[src/rtl/word_select_annuller_pkg.sv]
// Shared helpers for the word-select annul stage and the downstream OR-reducer:
// index-width calculation and the word-packing slice macro.
`ifndef WORD_SELECT_ANNULLER_PKG_SV
`define WORD_SELECT_ANNULLER_PKG_SV

// Word i of a packed vector of w-bit words.
`define WSA_WORD(vec, i, w) vec[(w)*(i) +: (w)]

package word_select_annuller_pkg;

    // Ceiling log2, never below 1 so a single-slot index still has a bit.
    function automatic int clog2_min1(input int value);
        int result;
        result = 0;
        while ((32'sd1 <<< result) < value) begin
            result = result + 32'sd1;
        end
        return (result < 32'sd1) ? 32'sd1 : result;
    endfunction

    // Bit position of word `index` in a packed vector of `width`-bit words.
    function automatic int word_lsb(input int index, input int width);
        return index * width;
    endfunction

endpackage

`endif

[src/rtl/word_pipeline_delay.sv]
// Width x depth shift register with synchronous clear; carries one beat per
// cycle unchanged from the first stage to the last.
module word_pipeline_delay #(
    parameter int WIDTH = 1,
    parameter int DEPTH = 1
) (
    input  logic             clock,
    input  logic             clear,
    input  logic [WIDTH-1:0] in_data,
    output logic [WIDTH-1:0] out_data
);

    logic [DEPTH-1:0][WIDTH-1:0] stage_q;
    logic [DEPTH-1:0][WIDTH-1:0] stage_d;

    // Next-stage values: new beat into stage 0, everything else moves one slot.
    always_comb begin
        stage_d    = stage_q;
        stage_d[0] = in_data;
        for (int k = 1; k < DEPTH; k++) begin
            stage_d[k] = stage_q[k-1];
        end
    end

    // Stage registers; clear flushes every in-flight beat.
    always_ff @(posedge clock) begin
        if (clear) begin
            stage_q <= '0;
        end else begin
            stage_q <= stage_d;
        end
    end

    assign out_data = stage_q[DEPTH-1];

endmodule

[src/rtl/word_select_annuller.sv]
// Address-decode and annul stage: keeps only the addressed candidate word so the
// downstream OR-reduction yields it, flags the hit and counts valid misses.
module word_select_annuller
    import word_select_annuller_pkg::*;
#(
    parameter int WORD_WIDTH  = 36,
    parameter int WORD_COUNT  = 4,
    parameter int ADDR_WIDTH  = 10,
    parameter int ADDR_BASE   = 0,
    parameter int PIPE_DEPTH  = 1,
    parameter int COUNT_WIDTH = 8,
    parameter int INDEX_WIDTH = clog2_min1(WORD_COUNT)
) (
    input  logic                           clock,
    input  logic                           clear,
    input  logic                           in_valid,
    input  logic                           in_annul,
    input  logic [ADDR_WIDTH-1:0]          in_addr,
    input  logic [WORD_WIDTH*WORD_COUNT-1:0] in_words,
    output logic                           out_valid,
    output logic [WORD_WIDTH*WORD_COUNT-1:0] out_words,
    output logic                           out_hit,
    output logic [INDEX_WIDTH-1:0]         out_hit_index,
    output logic [COUNT_WIDTH-1:0]         miss_count
);

    localparam int VEC_W     = WORD_WIDTH * WORD_COUNT;
    localparam int PAYLOAD_W = VEC_W + INDEX_WIDTH + 2;
    localparam logic [ADDR_WIDTH:0]  BASE_EXT  = (ADDR_WIDTH+1)'(ADDR_BASE);
    localparam logic [ADDR_WIDTH:0]  COUNT_EXT = (ADDR_WIDTH+1)'(WORD_COUNT);
    localparam logic [COUNT_WIDTH-1:0] COUNT_MAX = {COUNT_WIDTH{1'b1}};

    if (WORD_COUNT < 1) begin : g_bad_word_count
        $error("word_select_annuller: WORD_COUNT must be at least 1");
    end
    if (PIPE_DEPTH < 1) begin : g_bad_pipe_depth
        $error("word_select_annuller: PIPE_DEPTH must be at least 1");
    end
    if ((longint'(ADDR_BASE) + longint'(WORD_COUNT)) > (64'sd1 <<< ADDR_WIDTH)) begin : g_bad_range
        $error("word_select_annuller: slot range exceeds the address space");
    end
    if (INDEX_WIDTH < clog2_min1(WORD_COUNT)) begin : g_bad_index
        $error("word_select_annuller: INDEX_WIDTH too narrow for WORD_COUNT");
    end

    logic [ADDR_WIDTH:0]      offset_s;
    logic                     hit_s;
    logic [WORD_COUNT-1:0]    select_s;
    logic [INDEX_WIDTH-1:0]   index_s;
    logic [VEC_W-1:0]         words_s;
    logic                     miss_s;
    logic [PAYLOAD_W-1:0]     payload_s;
    logic [PAYLOAD_W-1:0]     pipe_out_s;
    logic [COUNT_WIDTH-1:0]   miss_count_d;
    logic [COUNT_WIDTH-1:0]   miss_count_q;

    // Decode: the extra offset bit is the borrow, so addresses below the base never hit.
    always_comb begin
        offset_s = {1'b0, in_addr} - BASE_EXT;
        hit_s    = in_valid & ~in_annul & ~offset_s[ADDR_WIDTH] & (offset_s < COUNT_EXT);
        select_s = {WORD_COUNT{1'b0}};
        for (int i = 0; i < WORD_COUNT; i++) begin
            if (hit_s && (offset_s == (ADDR_WIDTH+1)'(i))) begin
                select_s[i] = 1'b1;
            end else begin
                select_s[i] = 1'b0;
            end
        end
    end

    // Annul every unselected word and encode the selected slot.
    always_comb begin
        words_s = {VEC_W{1'b0}};
        index_s = {INDEX_WIDTH{1'b0}};
        for (int i = 0; i < WORD_COUNT; i++) begin
            if (select_s[i]) begin
                `WSA_WORD(words_s, i, WORD_WIDTH) = `WSA_WORD(in_words, i, WORD_WIDTH);
                index_s = INDEX_WIDTH'(i);
            end else begin
                `WSA_WORD(words_s, i, WORD_WIDTH) = {WORD_WIDTH{1'b0}};
            end
        end
        payload_s = {in_valid, hit_s, index_s, words_s};
    end

    word_pipeline_delay #(
        .WIDTH (PAYLOAD_W),
        .DEPTH (PIPE_DEPTH)
    ) u_delay (
        .clock    (clock),
        .clear    (clear),
        .in_data  (payload_s),
        .out_data (pipe_out_s)
    );

    assign out_valid     = pipe_out_s[PAYLOAD_W-1];
    assign out_hit       = pipe_out_s[PAYLOAD_W-2];
    assign out_hit_index = pipe_out_s[VEC_W +: INDEX_WIDTH];
    assign out_words     = pipe_out_s[VEC_W-1:0];

    // Miss counter next value: saturates at all-ones instead of wrapping.
    always_comb begin
        miss_s = in_valid & ~in_annul & ~hit_s;
        if (miss_s && (miss_count_q != COUNT_MAX)) begin
            miss_count_d = miss_count_q + COUNT_WIDTH'(1);
        end else begin
            miss_count_d = miss_count_q;
        end
    end

    // Miss counter register; a beat arriving with clear is never counted.
    always_ff @(posedge clock) begin
        if (clear) begin
            miss_count_q <= {COUNT_WIDTH{1'b0}};
        end else begin
            miss_count_q <= miss_count_d;
        end
    end

    assign miss_count = miss_count_q;

endmodule

[config.mk]
export PLATFORM = sky130hd
export DESIGN_NAME = word_select_annuller
export DESIGN_NICKNAME = d
export VERILOG_FILES = /design/src/rtl/word_select_annuller_pkg.sv /design/src/rtl/word_pipeline_delay.sv /design/src/rtl/word_select_annuller.sv
export SDC_FILE = /design/constraint.sdc
export NUM_CORES = 1
export LEC_CHECK = 0
export BUFFER_PORTS_ARGS = -buffer_cell sky130_fd_sc_hd__buf_2
export CORE_MARGIN = 3
export CORE_UTILIZATION = 36
export DETAILED_ROUTE_END_ITERATION = 16
export PLACE_DENSITY_LB_ADDON = 0.3
export SETUP_SLACK_MARGIN = 0.5
export SYNTH_ARGS = -nofsm -noshare
export SYNTH_HDL_FRONTEND = slang
export SYNTH_HIERARCHICAL = 1
export SYNTH_SLANG_ARGS = --single-unit
[constraint.sdc]
create_clock -name clock -period 1.8 [get_ports clock]
set_clock_uncertainty 0.15 [all_clocks]
set_input_delay 0.09 -clock clock [delete_from_list [all_inputs] [get_ports clock]]
set_output_delay 0.09 -clock clock [all_outputs]
set_load 0.03 [all_outputs]
==> results of run 1 <==
-- cell type report --
type                    instances  area, sq um  share of cell area (%)
flip-flops and latches        156         3150                    30.6
multi-input cells             341         2620                    25.4
repair buffers                500         3680                    35.7
clock buffers                  19          464                    4.50
well taps                     184          230                    2.23
inverters                       1         3.75                  0.0364
clock inverters                13          163                    1.58
-- flip-flops by register name, summed over array words and instances (netlist names) --
register          cells
u_delay/out_data    148
miss_count            8
-- layout by cell type (no fill, tap or decap), drive strengths merged, types with 2 or more instances in the layout --
master,instances
buf,340
dfxtp,156
nor2b,151
dlygate4sd3,149
and2,146
clkbuf,30
clkinv,6
nor2,6
nand3,4
a21oi,4
nand2b,3
bufinv,3
nor4,3
or4,3
inv,3
and3b,2
mux2,2
clkinvlp,2
and3,2
nor3b,2
nand2,2
o31ai,2
-- power groups by stage --
stage	logic, W	clock network [W]	registers (W)
2_1_floorplan	0.0000730	0	0.00354
3_3_place_gp	0.000267	0	0.00353
3_5_place_dp	0.000267	0	0.00353
4_1_cts	0.000531	0.00383	0.00345
5_1_grt	0.000623	0.00400	0.00345
6_report	0.000582	0.00379	0.00345
-- critical path: stages (launching register included) --
cell,delay (ns)
dfxtp_4,0.37
nand4_1,0.17
buf_4,0.19
nor2_4,0.17
nor3b_2,0.07
mux2_2,0.27
-- cells by family (layout without fill, tap and decap cells) --
group | Yosys count | in the layout | synth area share (%)
adders and majority gates | 1 | 1 | 0.228
buffers and inverters | 35 | 533 | 3.62
AOI/OAI and AO/OA | 10 | 10 | 1.21
DFF | 156 | 156 | 56.9
muxes | 3 | 3 | 0.593
and+or+nand+nor | 326 | 327 | 37.4
-- timing repair --
action                                 in CTS  in global routing
buffers inserted                            6                  8
hold buffers                              148                  1
endpoints found under the hold margin     151                  1
pin swaps                                   7                  8
cloned                                      1                 17
resized for setup                           8                114
setup endpoints to repair                  10                 96
-- stage by stage --
stage	hold slack, ns	cells	utilization, %	instance area (sq um)	setup slack [ns]
after detailed placement	0.179	1001	49.9	7330	0.0618
after floorplan	0.0682	531	-	5700	0.289
after global routing	0.133	1214	70.2	10300	0.201
after global placement	0.162	1001	49.9	7330	0.114
after CTS	0.0332	1188	64.8	9520	0.337
final	0.119	1214	70.2	10300	0.284
-- layer usage --
metal	global-route usage [%]	vias to the layer above
li1	-	2608
met1	20.9	2540
met2	34.9	279
met3	6.97	47
met4	7.27	0
met5	0	-
-- worst paths after layout --
| path | slack (ns) | to | startpoint | depth (start not counted) |
|---|---|---|---|---|
| min reg2reg | 0.39 | miss_count[7] | miss_count[7] | 2 |
| max | 0.28 | miss_count[2] | miss_count[5] | 5 |
| max reg2reg | 0.28 | miss_count[2] | miss_count[5] | 5 |
| min | 0.12 | u_delay/out_data[145] | in_addr[8] | 5 |
==> results.py, run 1 <==
metrics = {
    "final_layout": {
        "syn_to_final_growth_pct": 87.9,
        "insertedDiodeCount": 0,
        "drive_gt1_share_pct": 47.0,
        "layout.nets": 1176,
        "nFillCells": 1030,
    },
    "timing": {
        "post-route-min-period_ns": 1.52,
        "hold_violations": 0,
        "period_share_pct": 84.2,
        "tightest_slew_ns": 0.385,
        "slew_headroom_pct": 74.3,
        "rsz0062_at_grt": "true",
        "setup_tns_ns": 0,
        "setup_viol": 0,
        "fmax_ghz": 0.660,
        "slew_viol_final": 0,
    },
    "yosys": {
        "synthTopCellsByCount": "dfxtp_1, nor2b_1, and2_1",
        "yosys-top-cells-area": "dfxtp_1, nor2b_1, and2_1",
        "synth_cell_types": 32,
        "synth.most_common_cell": "dfxtp_1",
        "synthCells": 531,
        "ys_ff_latch": 156,
        "synth_async_sr_flop_share_pct": 0,
        "yosysWarnings": 6,
        "yosys.area.top_type": "dfxtp_1",
        "synth_top_cell_area_share_pct": 56.9,
        "yosysSeqAreaShare_pct": 56.9,
        "synth_enable_flop_cells": 0,
        "avgSynthCellArea_sq_um": 10.3,
        "synthesis.area_sq_um": 5490,
        "synthFlopType": "dfxtp_1",
        "syn_nets": 690,
    },
    "floorplanning": {
        "die_area_sq_um": 16800,
        "die_height_microns": 129,
        "fp-row-count": 44,
        "start_util_pct": 37.3,
        "core_region_area_sq_um": 14700,
        "ios": 314,
        "fp.dieW_microns": 129,
    },
    "critical_path": {
        "required_ns": 1.95,
        "path_class": "reg2reg",
        "cp-start-kind": "register",
        "arrival_ns": 1.67,
        "worstPathMaxFanout": 5,
        "end_kind": "register",
    },
    "placement": {
        "portBuffers": 313,
        "place.gp.congestion": 0.732,
        "hpwl_microns": 10500,
    },
    "grt": {
        "antenna_found_initial": 0,
        "grt-ovfl-total": 0,
        "grt_max_degree": 48,
        "first_global_vias": 5145,
        "grt_use_total_pct": 19.4,
        "grt_pass1_wl_microns": 25600,
    },
    "clock_tree": {
        "cts.path.max_buffers": 2,
        "cts.sinks": 156,
        "clk_pin_slew_worst_paths_ns": 0.07,
        "cts-htree-levels": 4,
        "cts-root-buf": "clkbuf_16",
        "numCtsBuffers": 17,
        "clk_latency_ns": 0.42,
        "cts_tree": "built",
    },
    "route": {
        "wl_met3_microns": 1610,
        "drt-pass1-iter-count": 4,
        "vias": 5474,
        "drt-wirelength-per-cell_microns": 16.9,
        "dr.first_iter.drc_count": 251,
        "wl_met2_microns": 10500,
        "via_per_inst": 4.51,
        "drc": 0,
        "routed_wl_microns": 20500,
        "dr.max_layer_used": "met4",
        "antenna_left": 0,
        "met1_length_microns": 7780,
    },
    "power_and_ir_drop": {
        "power_switching_w": 0.00169,
        "p_comb_share_pct": 7.4,
        "power_frac_clock_pct": 48.4,
        "fin_total_pwr_w": 0.00782,
        "power_frac_seq_pct": 44.1,
        "p_int_w": 0.00612,
        "p_sw_share_pct": 21.7,
        "leakage_nw": 4.89,
        "ir_drop_mv": 0.631,
        "power_density_nw_per_um2": 758,
    },
    "status": {
        "outcome": "complete, no violations",
    },
    "worst_hold_path": {
        "hp-class": "in2reg",
    },
    "run": {
        "cap_viol_max_count": 0,
    },
}
Power figures use the tool's default switching activity.
==> inputs of run 2 (changes only) <==
- clock period: 1.8 -> 1.5 ns (I/O delays scaled with it)
==> results.py, run 2 (synthesis gave the netlist of run 1 again) <==
metrics = {
    "route": {
        "vias": 5826,
        "antenna_left": 0,
        "drt-pass1-iter-count": 4,
        "drt-wirelength-per-cell_microns": 21.1,
        "via_per_inst": 4.68,
        "dr.first_iter.drc_count": 273,
        "routed_wl_microns": 26300,
        "drc": 0,
    },
    "final_layout": {
        "syn_to_final_growth_pct": 123,
        "design_area_sq_um": 12200,
        "insertedDiodeCount": 0,
        "final_cells": 1244,
        "layout.nets": 1208,
        "nFillCells": 673,
        "drive_gt1_share_pct": 68.5,
        "final_core_util_pct": 83.2,
        "final_common_cell": "buf_6",
        "final_cell_mix": "buf_6, buf_2, dfxtp_2",
        "largest_reg_flops": 148,
    },
    "clock_tree": {
        "cts_tree": "built",
        "cts.path.max_buffers": 2,
        "cts.sinks": 156,
        "cts-htree-levels": 4,
        "cts-root-buf": "clkbuf_16",
        "clk_pin_slew_worst_paths_ns": 0.06,
        "numCtsBuffers": 17,
        "clk_latency_ns": 0.41,
        "cts_hold_buf": 147,
    },
    "critical_path": {
        "worstPathMaxFanout": 5,
        "required_ns": 1.68,
        "end_kind": "register",
        "cp-start-kind": "input pin",
        "path_class": "in2reg",
        "arrival_ns": 1.85,
    },
    "timing": {
        "period_share_pct": 111,
        "slew_headroom_pct": 60.0,
        "hold-worst-slack_ns": -0.132,
        "setup_viol": 71,
        "slew_viol_final": 0,
        "post-route-min-period_ns": 1.67,
        "tightest_slew_ns": 0.599,
        "fmax_ghz": 0.598,
        "hold_violations": 11,
        "setup_slack_ns": -0.172,
        "rsz0062_at_grt": "true",
    },
    "run": {
        "cap_viol_max_count": 0,
    },
    "floorplanning": {
        "fp.dieW_microns": 129,
        "core_region_area_sq_um": 14700,
        "die_height_microns": 129,
        "start_util_pct": 37.3,
        "fp-row-count": 44,
        "ios": 314,
        "die_area_sq_um": 16800,
    },
    "grt": {
        "grt_pass1_wl_microns": 33400,
        "antenna_found_initial": 0,
        "grt_max_degree": 69,
        "grt_use_total_pct": 26.3,
        "first_global_vias": 6016,
        "grt-ovfl-total": 0,
    },
    "worst_hold_path": {
        "hp-class": "in2reg",
    },
    "power_and_ir_drop": {
        "ir_drop_mv": 0.752,
        "leakage_nw": 5.36,
        "power_density_nw_per_um2": 734,
    },
    "placement": {
        "placed_cell_area_sq_um": 7330,
        "place.gp.congestion": 0.762,
        "portBuffers": 313,
        "dp_cells": 1003,
        "hpwl_microns": 10500,
    },
    "status": {
        "violations": "negative hold slack, negative setup slack",
        "outcome": "finished, violations left",
    },
}
[run 2: power by group]
part           leakage, nW  switching, W  internal, W
clock                0.268       0.00173      0.00235
sequential            1.34    0.00000606      0.00413
combinational         3.75      0.000303     0.000451
total                 5.36       0.00204      0.00694
[run 2: metal layers]
| layer | GRT usage, % | vias to the layer above | share of wire, % |
|---|---|---|---|
| met5 | 0 | - | 0 |
| met2 | 49.5 | 288 | 54 |
| met4 | 10.1 | 0 | 3.2 |
| met3 | 7.91 | 65 | 7.4 |
| li1 | - | 2670 | - |
| met1 | 27.3 | 2803 | 35 |
[run 2: worst max-delay path, cell delays in order]
cell	delay, ns
buf_6	0.10
nor4_4	0.33
and3_4	0.26
buf_6	0.11
buf_6	0.08
and3b_2	0.21
buf_6	0.13
buf_6	0.12
buf_16	0.11
and2_1	0.14
nor2b_1	0.19
[run 2: stage by stage]
stage	worst slack, ns	TNS, ns	total power, W
2_1_floorplan	0.00397	0	0.00433
3_3_place_gp	-0.174	-19.42	0.00455
3_5_place_dp	-0.243	-23.94	0.00455
4_1_cts	0.0400	0	0.00886
5_1_grt	-0.203	-6.31	0.00926
6_report	-0.172	-4.02	0.00898
[run 2: path summary, 6_finish.rpt]
path                               startpoint                    to  slack (ns)  depth (start not counted)
worst max-delay path               in_addr[8]  u_delay/out_data[67]       -0.17                         11
worst min-delay path                    clear  u_delay/out_data[11]       -0.13                          2
worst max register to register  miss_count[4]         miss_count[2]       -0.04                          4
worst min register to register  miss_count[7]         miss_count[7]        0.37                          2
[run 2: layout make-up]
cell class / count / area, sq um / area share (%)
clock buffers: 20 / 457 / 3.73
clock inverters: 10 / 92.6 / 0.757
inverters: 1 / 3.75 / 0.0307
multi-input cells: 340 / 2860 / 23.4
flip-flops and latches: 156 / 3340 / 27.3
well taps: 184 / 230 / 1.88
repair buffers: 533 / 5250 / 42.9
[run 2: timing repair]
item,in CTS,in global routing
endpoints found under the setup margin,308,310
endpoints found under the hold margin,155,11
buffers inserted,28,12
pin swaps,9,28
gates resized for setup,504,188
cloned,16,8
